[config.mk]
export PLATFORM = sky130hd
export DESIGN_NAME = processorci_bus_arbiter_flat
export DESIGN_NICKNAME = d
export VERILOG_FILES = /design/src/rtl/processorci_bus_arbiter_pkg.sv /design/src/rtl/processorci_bus_arbiter_if.sv /design/src/rtl/processorci_bus_arbiter.sv /design/src/flat_wrapper.sv
export SDC_FILE = /design/constraint.sdc
export NUM_CORES = 1
export LEC_CHECK = 0
export ABC_CLOCK_PERIOD_IN_PS = 3050
export CORE_AREA = 3 3 122 124
export CTS_CLUSTER_SIZE = 40
export DETAILED_ROUTE_END_ITERATION = 10
export DIE_AREA = 0 0 125 127
export PLACE_DENSITY = 0.69
export SYNTH_ARGS = -nofsm -noshare
export SYNTH_HDL_FRONTEND = slang
export SYNTH_SLANG_ARGS = --single-unit
[constraint.sdc]
create_clock -name clk_core -period 3.05 [get_ports clk_core]
set_clock_uncertainty 0.15 [all_clocks]
set_input_delay 0.915 -clock clk_core [delete_from_list [all_inputs] [get_ports clk_core]]
set_output_delay 0.915 -clock clk_core [all_outputs]
set_load 0.03 [all_outputs]
[src/rtl/processorci_bus_arbiter_pkg.sv]
// Shared types and constants for the instruction/data memory-port arbiter.
// Latency: none (declarations only).
// Backpressure: n/a.
package processorci_bus_pkg;

   typedef enum logic [1:0] {
      IDLE  = 2'd0,
      GNT_I = 2'd1,
      GNT_D = 2'd2
   } arb_state_t;

   typedef enum logic {
      REQ_INSTR = 1'b0,
      REQ_DATA  = 1'b1
   } req_id_t;

   localparam int ARB_REQS = 2;

   // Width of the timeout counter; a disabled timeout (0) still keeps one bit.
   function automatic int tmo_width(input int cycles);
      return (cycles < 1) ? 1 : $clog2(cycles + 1);
   endfunction

endpackage

[src/rtl/processorci_bus_arbiter_if.sv]
// Bundle of requester-side (instr/data) and memory-side Wishbone signals.
// Latency: none (wires only).
// Backpressure: carried by the ack signals; the slave modport is the arbiter's view.
interface processorci_bus_arbiter_if #(
   parameter int ADDR_WIDTH = 32,
   parameter int DATA_WIDTH = 32
);
   import processorci_bus_pkg::*;

   localparam int STRB_W = DATA_WIDTH / 8;

   logic                  instr_cyc_i,   data_cyc_i;
   logic                  instr_stb_i,   data_stb_i;
   logic                  instr_we_i,    data_we_i;
   logic [STRB_W-1:0]     instr_wstrb_i, data_wstrb_i;
   logic [ADDR_WIDTH-1:0] instr_addr_i,  data_addr_i;
   logic [DATA_WIDTH-1:0] instr_data_i,  data_data_i;
   logic [DATA_WIDTH-1:0] instr_data_o,  data_data_o;
   logic                  instr_ack_o,   data_ack_o;
   logic                  instr_err_o,   data_err_o;

   logic                  mem_cyc_o, mem_stb_o, mem_we_o;
   logic [STRB_W-1:0]     mem_wstrb_o;
   logic [ADDR_WIDTH-1:0] mem_addr_o;
   logic [DATA_WIDTH-1:0] mem_data_o;
   logic [DATA_WIDTH-1:0] mem_data_i;
   logic                  mem_ack_i;

   logic [ARB_REQS-1:0]   grant_o;

   modport slave (
      input  instr_cyc_i, instr_stb_i, instr_we_i, instr_wstrb_i, instr_addr_i, instr_data_i,
      input  data_cyc_i,  data_stb_i,  data_we_i,  data_wstrb_i,  data_addr_i,  data_data_i,
      output instr_data_o, instr_ack_o, instr_err_o,
      output data_data_o,  data_ack_o,  data_err_o,
      output mem_cyc_o, mem_stb_o, mem_we_o, mem_wstrb_o, mem_addr_o, mem_data_o,
      input  mem_data_i, mem_ack_i,
      output grant_o
   );

   modport master (
      output instr_cyc_i, instr_stb_i, instr_we_i, instr_wstrb_i, instr_addr_i, instr_data_i,
      output data_cyc_i,  data_stb_i,  data_we_i,  data_wstrb_i,  data_addr_i,  data_data_i,
      input  instr_data_o, instr_ack_o, instr_err_o,
      input  data_data_o,  data_ack_o,  data_err_o,
      input  mem_cyc_o, mem_stb_o, mem_we_o, mem_wstrb_o, mem_addr_o, mem_data_o,
      output mem_data_i, mem_ack_i,
      input  grant_o
   );

endinterface

[src/rtl/processorci_bus_arbiter.sv]
// Round-robin arbiter sharing one Wishbone memory port between instr and data buses.
// Latency: 1 cycle request-to-grant, combinational ack/data return, 1 idle turnaround.
// Backpressure: requester waits for ack; a stalled memory is released after TIMEOUT_CYCLES.
module processorci_bus_arbiter #(
   parameter int ADDR_WIDTH     = 32,
   parameter int DATA_WIDTH     = 32,
   parameter int TIMEOUT_CYCLES = 1024
) (
   input  logic                     clk_core,
   input  logic                     rst_core,
   processorci_bus_arbiter_if.slave bus
);
   import processorci_bus_pkg::*;

   localparam int                STRB_W   = DATA_WIDTH / 8;
   localparam int                TMO_W    = tmo_width(TIMEOUT_CYCLES);
   localparam bit                TMO_EN   = (TIMEOUT_CYCLES > 0);
   localparam logic [TMO_W-1:0]  TMO_LAST = TMO_W'(TIMEOUT_CYCLES - 1);

   arb_state_t       state_q, state_d;
   req_id_t          last_q,  last_d;
   logic [TMO_W-1:0] tmo_q,   tmo_d;

   // Signals of whichever requester currently owns the port
   req_id_t               g_id;
   logic                  g_cyc, g_stb, g_we;
   logic [STRB_W-1:0]     g_wstrb;
   logic [ADDR_WIDTH-1:0] g_addr;
   logic [DATA_WIDTH-1:0] g_data;

   logic instr_req, data_req;
   assign instr_req = bus.instr_cyc_i & bus.instr_stb_i;
   assign data_req  = bus.data_cyc_i  & bus.data_stb_i;

   // Select the owning requester's bus; zero when nobody is granted
   always_comb begin
      g_id    = REQ_INSTR;
      g_cyc   = 1'b0;
      g_stb   = 1'b0;
      g_we    = 1'b0;
      g_wstrb = '0;
      g_addr  = '0;
      g_data  = '0;
      if (state_q == GNT_I) begin
         g_cyc   = bus.instr_cyc_i;
         g_stb   = bus.instr_stb_i;
         g_we    = bus.instr_we_i;
         g_wstrb = bus.instr_wstrb_i;
         g_addr  = bus.instr_addr_i;
         g_data  = bus.instr_data_i;
      end else if (state_q == GNT_D) begin
         g_id    = REQ_DATA;
         g_cyc   = bus.data_cyc_i;
         g_stb   = bus.data_stb_i;
         g_we    = bus.data_we_i;
         g_wstrb = bus.data_wstrb_i;
         g_addr  = bus.data_addr_i;
         g_data  = bus.data_data_i;
      end
   end

   // Arbitration, transaction exit conditions and response routing
   always_comb begin
      state_d          = state_q;
      last_d           = last_q;
      tmo_d            = '0;
      bus.mem_cyc_o    = 1'b0;
      bus.mem_stb_o    = 1'b0;
      bus.mem_we_o     = 1'b0;
      bus.mem_wstrb_o  = '0;
      bus.mem_addr_o   = '0;
      bus.mem_data_o   = '0;
      bus.instr_ack_o  = 1'b0;
      bus.instr_err_o  = 1'b0;
      bus.instr_data_o = '0;
      bus.data_ack_o   = 1'b0;
      bus.data_err_o   = 1'b0;
      bus.data_data_o  = '0;
      case (state_q)
         IDLE: begin
            // Ties go to whoever was not served last
            if (instr_req && data_req) begin
               state_d = (last_q == REQ_DATA) ? GNT_I : GNT_D;
            end else if (instr_req) begin
               state_d = GNT_I;
            end else if (data_req) begin
               state_d = GNT_D;
            end
         end
         GNT_I, GNT_D: begin
            tmo_d           = tmo_q + TMO_W'(1);
            bus.mem_cyc_o   = g_cyc;
            bus.mem_stb_o   = g_stb;
            bus.mem_we_o    = g_we;
            bus.mem_wstrb_o = g_wstrb;
            bus.mem_addr_o  = g_addr;
            bus.mem_data_o  = g_data;
            if (g_id == REQ_INSTR) begin
               bus.instr_ack_o  = bus.mem_ack_i;
               bus.instr_data_o = bus.mem_data_i;
            end else begin
               bus.data_ack_o  = bus.mem_ack_i;
               bus.data_data_o = bus.mem_data_i;
            end
            // Ack beats abort, abort beats timeout (a departed requester gets no error)
            if (bus.mem_ack_i) begin
               state_d = IDLE;
               last_d  = g_id;
               tmo_d   = '0;
            end else if (!g_cyc) begin
               state_d = IDLE;
               tmo_d   = '0;
            end else if (TMO_EN && (tmo_q == TMO_LAST)) begin
               state_d       = IDLE;
               last_d        = g_id;
               tmo_d         = '0;
               bus.mem_cyc_o = 1'b0;
               bus.mem_stb_o = 1'b0;
               if (g_id == REQ_INSTR) begin
                  bus.instr_err_o = 1'b1;
               end else begin
                  bus.data_err_o = 1'b1;
               end
            end
         end
         default: state_d = IDLE;
      endcase
   end

   // State, fairness pointer and timeout counter registers
   always_ff @(posedge clk_core) begin
      if (rst_core) begin
         state_q <= IDLE;
         last_q  <= REQ_DATA;
         tmo_q   <= '0;
      end else begin
         state_q <= state_d;
         last_q  <= last_d;
         tmo_q   <= tmo_d;
      end
   end

   assign bus.grant_o = {state_q == GNT_D, state_q == GNT_I};

endmodule

[src/flat_wrapper.sv]
// flat-port wrapper written by rule: the top's interface ports become plain ports
module processorci_bus_arbiter_flat import processorci_bus_pkg::*;
#(
   parameter int ADDR_WIDTH     = 32,
   parameter int DATA_WIDTH     = 32,
   parameter int TIMEOUT_CYCLES = 1024
)
  (clk_core, rst_core, bus_instr_cyc_i, bus_instr_stb_i, bus_instr_we_i, bus_instr_wstrb_i, bus_instr_addr_i, bus_instr_data_i, bus_data_cyc_i, bus_data_stb_i, bus_data_we_i, bus_data_wstrb_i, bus_data_addr_i, bus_data_data_i, bus_instr_data_o, bus_instr_ack_o, bus_instr_err_o, bus_data_data_o, bus_data_ack_o, bus_data_err_o, bus_mem_cyc_o, bus_mem_stb_o, bus_mem_we_o, bus_mem_wstrb_o, bus_mem_addr_o, bus_mem_data_o, bus_mem_data_i, bus_mem_ack_i, bus_grant_o);
  processorci_bus_arbiter_if #(.ADDR_WIDTH(ADDR_WIDTH), .DATA_WIDTH(DATA_WIDTH)) bus_i ();
  input  logic clk_core;
  input  logic rst_core;
  input wire logic [$bits(bus_i.instr_cyc_i)-1:0] bus_instr_cyc_i;
  input wire logic [$bits(bus_i.instr_stb_i)-1:0] bus_instr_stb_i;
  input wire logic [$bits(bus_i.instr_we_i)-1:0] bus_instr_we_i;
  input wire logic [$bits(bus_i.instr_wstrb_i)-1:0] bus_instr_wstrb_i;
  input wire logic [$bits(bus_i.instr_addr_i)-1:0] bus_instr_addr_i;
  input wire logic [$bits(bus_i.instr_data_i)-1:0] bus_instr_data_i;
  input wire logic [$bits(bus_i.data_cyc_i)-1:0] bus_data_cyc_i;
  input wire logic [$bits(bus_i.data_stb_i)-1:0] bus_data_stb_i;
  input wire logic [$bits(bus_i.data_we_i)-1:0] bus_data_we_i;
  input wire logic [$bits(bus_i.data_wstrb_i)-1:0] bus_data_wstrb_i;
  input wire logic [$bits(bus_i.data_addr_i)-1:0] bus_data_addr_i;
  input wire logic [$bits(bus_i.data_data_i)-1:0] bus_data_data_i;
  output wire logic [$bits(bus_i.instr_data_o)-1:0] bus_instr_data_o;
  output wire logic [$bits(bus_i.instr_ack_o)-1:0] bus_instr_ack_o;
  output wire logic [$bits(bus_i.instr_err_o)-1:0] bus_instr_err_o;
  output wire logic [$bits(bus_i.data_data_o)-1:0] bus_data_data_o;
  output wire logic [$bits(bus_i.data_ack_o)-1:0] bus_data_ack_o;
  output wire logic [$bits(bus_i.data_err_o)-1:0] bus_data_err_o;
  output wire logic [$bits(bus_i.mem_cyc_o)-1:0] bus_mem_cyc_o;
  output wire logic [$bits(bus_i.mem_stb_o)-1:0] bus_mem_stb_o;
  output wire logic [$bits(bus_i.mem_we_o)-1:0] bus_mem_we_o;
  output wire logic [$bits(bus_i.mem_wstrb_o)-1:0] bus_mem_wstrb_o;
  output wire logic [$bits(bus_i.mem_addr_o)-1:0] bus_mem_addr_o;
  output wire logic [$bits(bus_i.mem_data_o)-1:0] bus_mem_data_o;
  input wire logic [$bits(bus_i.mem_data_i)-1:0] bus_mem_data_i;
  input wire logic [$bits(bus_i.mem_ack_i)-1:0] bus_mem_ack_i;
  output wire logic [$bits(bus_i.grant_o)-1:0] bus_grant_o;
  assign bus_i.instr_cyc_i = bus_instr_cyc_i;
  assign bus_i.instr_stb_i = bus_instr_stb_i;
  assign bus_i.instr_we_i = bus_instr_we_i;
  assign bus_i.instr_wstrb_i = bus_instr_wstrb_i;
  assign bus_i.instr_addr_i = bus_instr_addr_i;
  assign bus_i.instr_data_i = bus_instr_data_i;
  assign bus_i.data_cyc_i = bus_data_cyc_i;
  assign bus_i.data_stb_i = bus_data_stb_i;
  assign bus_i.data_we_i = bus_data_we_i;
  assign bus_i.data_wstrb_i = bus_data_wstrb_i;
  assign bus_i.data_addr_i = bus_data_addr_i;
  assign bus_i.data_data_i = bus_data_data_i;
  assign bus_instr_data_o = bus_i.instr_data_o;
  assign bus_instr_ack_o = bus_i.instr_ack_o;
  assign bus_instr_err_o = bus_i.instr_err_o;
  assign bus_data_data_o = bus_i.data_data_o;
  assign bus_data_ack_o = bus_i.data_ack_o;
  assign bus_data_err_o = bus_i.data_err_o;
  assign bus_mem_cyc_o = bus_i.mem_cyc_o;
  assign bus_mem_stb_o = bus_i.mem_stb_o;
  assign bus_mem_we_o = bus_i.mem_we_o;
  assign bus_mem_wstrb_o = bus_i.mem_wstrb_o;
  assign bus_mem_addr_o = bus_i.mem_addr_o;
  assign bus_mem_data_o = bus_i.mem_data_o;
  assign bus_i.mem_data_i = bus_mem_data_i;
  assign bus_i.mem_ack_i = bus_mem_ack_i;
  assign bus_grant_o = bus_i.grant_o;
  processorci_bus_arbiter #(.ADDR_WIDTH(ADDR_WIDTH), .DATA_WIDTH(DATA_WIDTH), .TIMEOUT_CYCLES(TIMEOUT_CYCLES)) u_core (.clk_core(clk_core), .rst_core(rst_core), .bus(bus_i));
endmodule
[Yosys cells after proc, flatten, opt, wreduce, memory -nomap -nowiden]
Cells that the tools add are included.
Cells by class
  bitwise operators: 4
  eq/ne operators: 5
  reduce and logical (&&, ||, !) cells: 8
  add/sub/neg operators: 1
  muxes and demuxes: 55
Operator list (number)
  $mux 32: 10
  $mux 1: 34
  $mux 2: 7
  $mux 4: 3
  $add 11x1->11 const B: 1
  $eq 11x10->1 const B: 1
  $reduce_or 5->1: 1
  $ne 4x1->1 const B: 1
  $ne 4x4->1 const B: 1
  $pmux 2 s2: 1
  $reduce_bool 2->1: 2
  $reduce_and 3->1: 1
  $and 1x1->1: 2
  $eq 2x1->1 const B: 1
  $eq 2x2->1 const B: 1
  $logic_not 2->1: 1
  $not 1->1: 2
  $reduce_and 2->1: 1
  $reduce_or 2->1: 1
  $logic_and 1x1->1: 1
Word-level totals
  register bits: 14
  logic and storage cells: 76
  input bits: 177

[Logic depth before layout (Yosys ltp)]
  depth after elaboration: 8
  depth in mapped cells: 8
  mapped depth without buffers: 6

[Worst setup path before layout]
No wires, ideal clock.
  path kind: reg-to-output
  from: reg u_core.state_q[1]
  to: out bus_instr_err_o
  arrival time: 2139 ps
  slack: -154 ps
  stages on the path, launching flop included: 8
  cells stage by stage: dfxtp_1 > inv_1 > ha_1 > clkbuf_1 > nand2_1 > o21ai_0 > nand3_1 > nor3b_1
Between the ends
  elaborated cells between the ends (all ways): 12
  classes of those cells: 2 x eq/ne; 9 x mux; 1 x reduce/logical
RTL lines
  start, declared: RTL line processorci_bus_arbiter.sv:20  | arb_state_t state_q, state_d;
  start signal, assigned: RTL line processorci_bus_arbiter.sv:137  | state_q <= state_d;
  $eq 2x1->1 *
  net bus_grant_o[0]: RTL line flat_wrapper.sv:38  | output wire logic [$bits(bus_i.grant_o)-1:0] bus_grant_o;
  $mux 1: RTL line processorci_bus_arbiter.sv:44  | if (state_q == GNT_I) begin
  $mux 1: RTL line processorci_bus_arbiter.sv:119  | if (g_id == REQ_INSTR) begin
  $mux 1: RTL line processorci_bus_arbiter.sv:113  | end else if (TMO_EN && (tmo_q == TMO_LAST)) begin
  $mux 1: RTL line processorci_bus_arbiter.sv:110  | end else if (!g_cyc) begin
  $mux 1: RTL line processorci_bus_arbiter.sv:106  | if (bus.mem_ack_i) begin
  $mux 1 *: RTL line processorci_bus_arbiter.sv:79  | case (state_q)
  end, declared: RTL line flat_wrapper.sv:26  | output wire logic [$bits(bus_i.instr_err_o)-1:0] bus_instr_err_o;
Mark *: on every way through the listed nets, which the timed path passes. The rest lies on a longest branch.

[Worst setup path in the final report]
  from: in bus_mem_ack_i
  to: out bus_instr_err_o
Between the ends
  longest elaborated chain between the ends: 2
Ends and longest elaborated chain
  start, declared: RTL line flat_wrapper.sv:37  | input wire logic [$bits(bus_i.mem_ack_i)-1:0] bus_mem_ack_i;
  $mux 1: RTL line processorci_bus_arbiter.sv:106
  $mux 1: RTL line processorci_bus_arbiter.sv:79
No other way between the ends.

==> results.yml <==
yosys:
  synth_edf_count: 0
  synth_top_family_by_area: "simple AND/OR/NAND/NOR gates"
  ys_warn_count: 0
  synth_seq_cells: 14
  synth_xor_area_share_pct: 3.45
  yosysTopAreaCell: "a22oi_1"
  ys_top_cells_by_area: "a22oi_1 (22%), nor2b_1 (19%), dfxtp_1 (12%), and2_1 (9.6%), and3_1 (9.0%)"
  syn_nets: 517
  synth_compound_area_share_pct: 24.5
  synthCells: 335
  syn_area_mm2: 0.00228
  yosysTopAreaCellShare_pct: 22.4
  synthDistinctLibCells: 31
  synth_mux_area_share_pct: 1.32
  async_flop_share_pct: 0
  synthAdderAreaFrac_pct: 2.74
  seq_area_frac_synth_pct: 12.3
  avgSynthCellArea_um2: 6.81
  yosys.area_share.simple_pct: 48.5
  ys.flop_type: "dfxtp_1"
sta:
  min_period_over_period_pct: 98.4
  period_needed_ps: 3000
  max_freq_ghz: 0.333
  hold_viol: 0
  tightest_slew_ps: 355
  slew_headroom_pct: 76.3
  slew_viol_final: 0
  setup-violations-final: 0
  fin_ws_ps: 50.3
  timing.hold.ws_ps: 372
grt:
  grt_antenna_before_repair: 0
  grtUsageTotal_pct: 14.8
  grt_pass1_wl_mm: 19.7
  grt-ovfl-total: 0
  grt_max_degree: 60
  first_global_vias: 3679
die:
  die_width_um: 125
  core-area_mm2: 0.0139
  rows: 43
  pin_count: 318
  die-height_um: 127
  dieArea_mm2: 0.0159
  initial_core_util_pct: 16.4
finish:
  final_common_cell: "clkdlybuf4s50_1"
  final_core_util_pct: 43.1
  area_delta_synth_final_pct: 162
  nNetsFinal: 831
  layout_common_cells: "clkdlybuf4s50_1 (175), buf_4 (136), a22oi_1 (68)"
  drive_gt1_share_pct: 32.9
  antennaDiodeCount: 0
critical_path:
  crit_buf_inv: 3
  cp.required_ps: 1980
  critPathSlowestCell: "dlygate4sd2_1"
  path_max_fanout: 2
  critPathArrivalTime_ps: 1930
  crit_path_start_kind: "input port"
  criticalPathCategory: "in -> out"
  endpoint_kind: "primary output"
  path_cells: "dlygate4sd2_1 -> nor2_1 -> nand3_2 -> buf_6 -> nor3b_2 -> buf_4"
  cpLargestDelayFamily: "buffers and inverters"
  slowest_delay_ps: 260
clock_network:
  htree_levels: 1
  insertion_delay_ps: 240
  cts_tree: "yes"
  root_buffer: "clkbuf_16"
  cts.sinks: 14
  clk_pin_slew_ps: 50
  cts_buffers: 3
  cts_buffer_depth: 2
placement:
  place_congestion: 0.971
  place_ws_ps: -562
  hpwl_mm: 10.8
  port_buffers: 317
power:
  power_leakage_uw: 0.00247
  power.density_mw_per_mm2: 344
  ir_drop_mv: 0.211
route:
  drt_iter0_drc: 142
  postRouteAntennaNets: 0
  drc_errors: 0
  viasPerCell: 4.44
  routed-via-count: 3680
  avgRoutedWirePerCell_um: 16.3
  drtPass1Iterations: 4
  drt_wl_total_mm: 13.5
outcome:
  status: "finished clean"
min_path:
  hp-class: "reg -> reg"
job:
  max_cap_viol_count: 0
-- flip-flops by register name, summed over array words and instances, names as in the netlist --
signal          flops
u_core.state_q      2
u_core.tmo_q       11
u_core.last_q       1
-- layer usage --
layer  vias up  GRT usage, %  part of all wire, %
met5         -             0                    0
met1      1679          17.3                   38
li1       1806             -                    -
met2       177          27.1                   52
met4         0          3.25                  2.4
met3        18          3.89                  7.2
-- cell usage after synthesis (2+ instances only) --
master and count:
ha_1 5, and3_1 33, nand3_1 5, nor3_1 2, xnor2_1 8, nor2b_1 71, inv_1 5, o21ai_0 3
buf_1 2, a22oi_1 68, dfxtp_1 14, and2_1 35, buf_2 3, clkbuf_1 28, nand2_1 13, mux2i_1 3
nor2_2 2, nor2_1 18, nand4_1 2, a31oi_1 2, nand2b_1 3
-- final cells by class --
type	count	area, um2
Tap cell	180	225
Clock buffer	4	88.8
Inverter	5	21.3
Fill cell	1351	7900
Multi-Input combinational cell	281	1970
Sequential cell	14	285
Timing Repair Buffer	344	3390
-- power by group --
group	internal (uW)	switching (uW)
combinational	783	806
sequential	191	6.85
clock	198	74.4
total	1170	887
-- path summary, 6_finish.rpt --
path                                   startpoint                 to  slack, ps  cells after the start
worst max-delay path                bus_mem_ack_i    bus_instr_err_o         50                      6
worst min-delay path            u_core.state_q[1]  u_core.state_q[1]        370                      2
worst max register to register  u_core.state_q[1]    u_core.tmo_q[6]        870                      8
worst min register to register  u_core.state_q[1]  u_core.state_q[1]        370                      2
-- through the flow --
step / area [um2] / setup TNS [ps] / power (uW) / instances
4_1_cts: 5770 / -0.995 / 1980 / 821
3_3_place_gp: 5650 / -1180 / 1670 / 816
3_5_place_dp: 5650 / -1160 / 1680 / 816
2_1_floorplan: 2340 / 0 / 989 / 335
6_report: 5980 / 0 / 2060 / 828
5_1_grt: 5980 / -43.9 / 2170 / 828
-- worst register-to-register path, stage by stage, from the launching register on --
cell     delay (ps)
dfxtp_4         360
inv_1           100
ha_4            200
buf_4           150
and4b_1         230
a31oi_1          50
buf_4           150
or4_4           570
nor2_1          150
-- kinds of logic (layout without fill, tap and decap cells) --
family | after synthesis | after routing
fa+ha+maj | 5 | 5
buf+inv | 40 | 353
flops | 14 | 14
simple gates | 188 | 188
compound gates | 76 | 76
mux | 3 | 3
xor+xnor | 9 | 9
-- what timing repair did --
action                     CTS  global route
hold buffers                 0             0
gates resized for setup     21            22
pin swaps                    3             3
gates cloned                 0             3
setup endpoints to repair   35            82
setup buffers                1             4
Note: power is estimated with default switching activity, not from simulation.
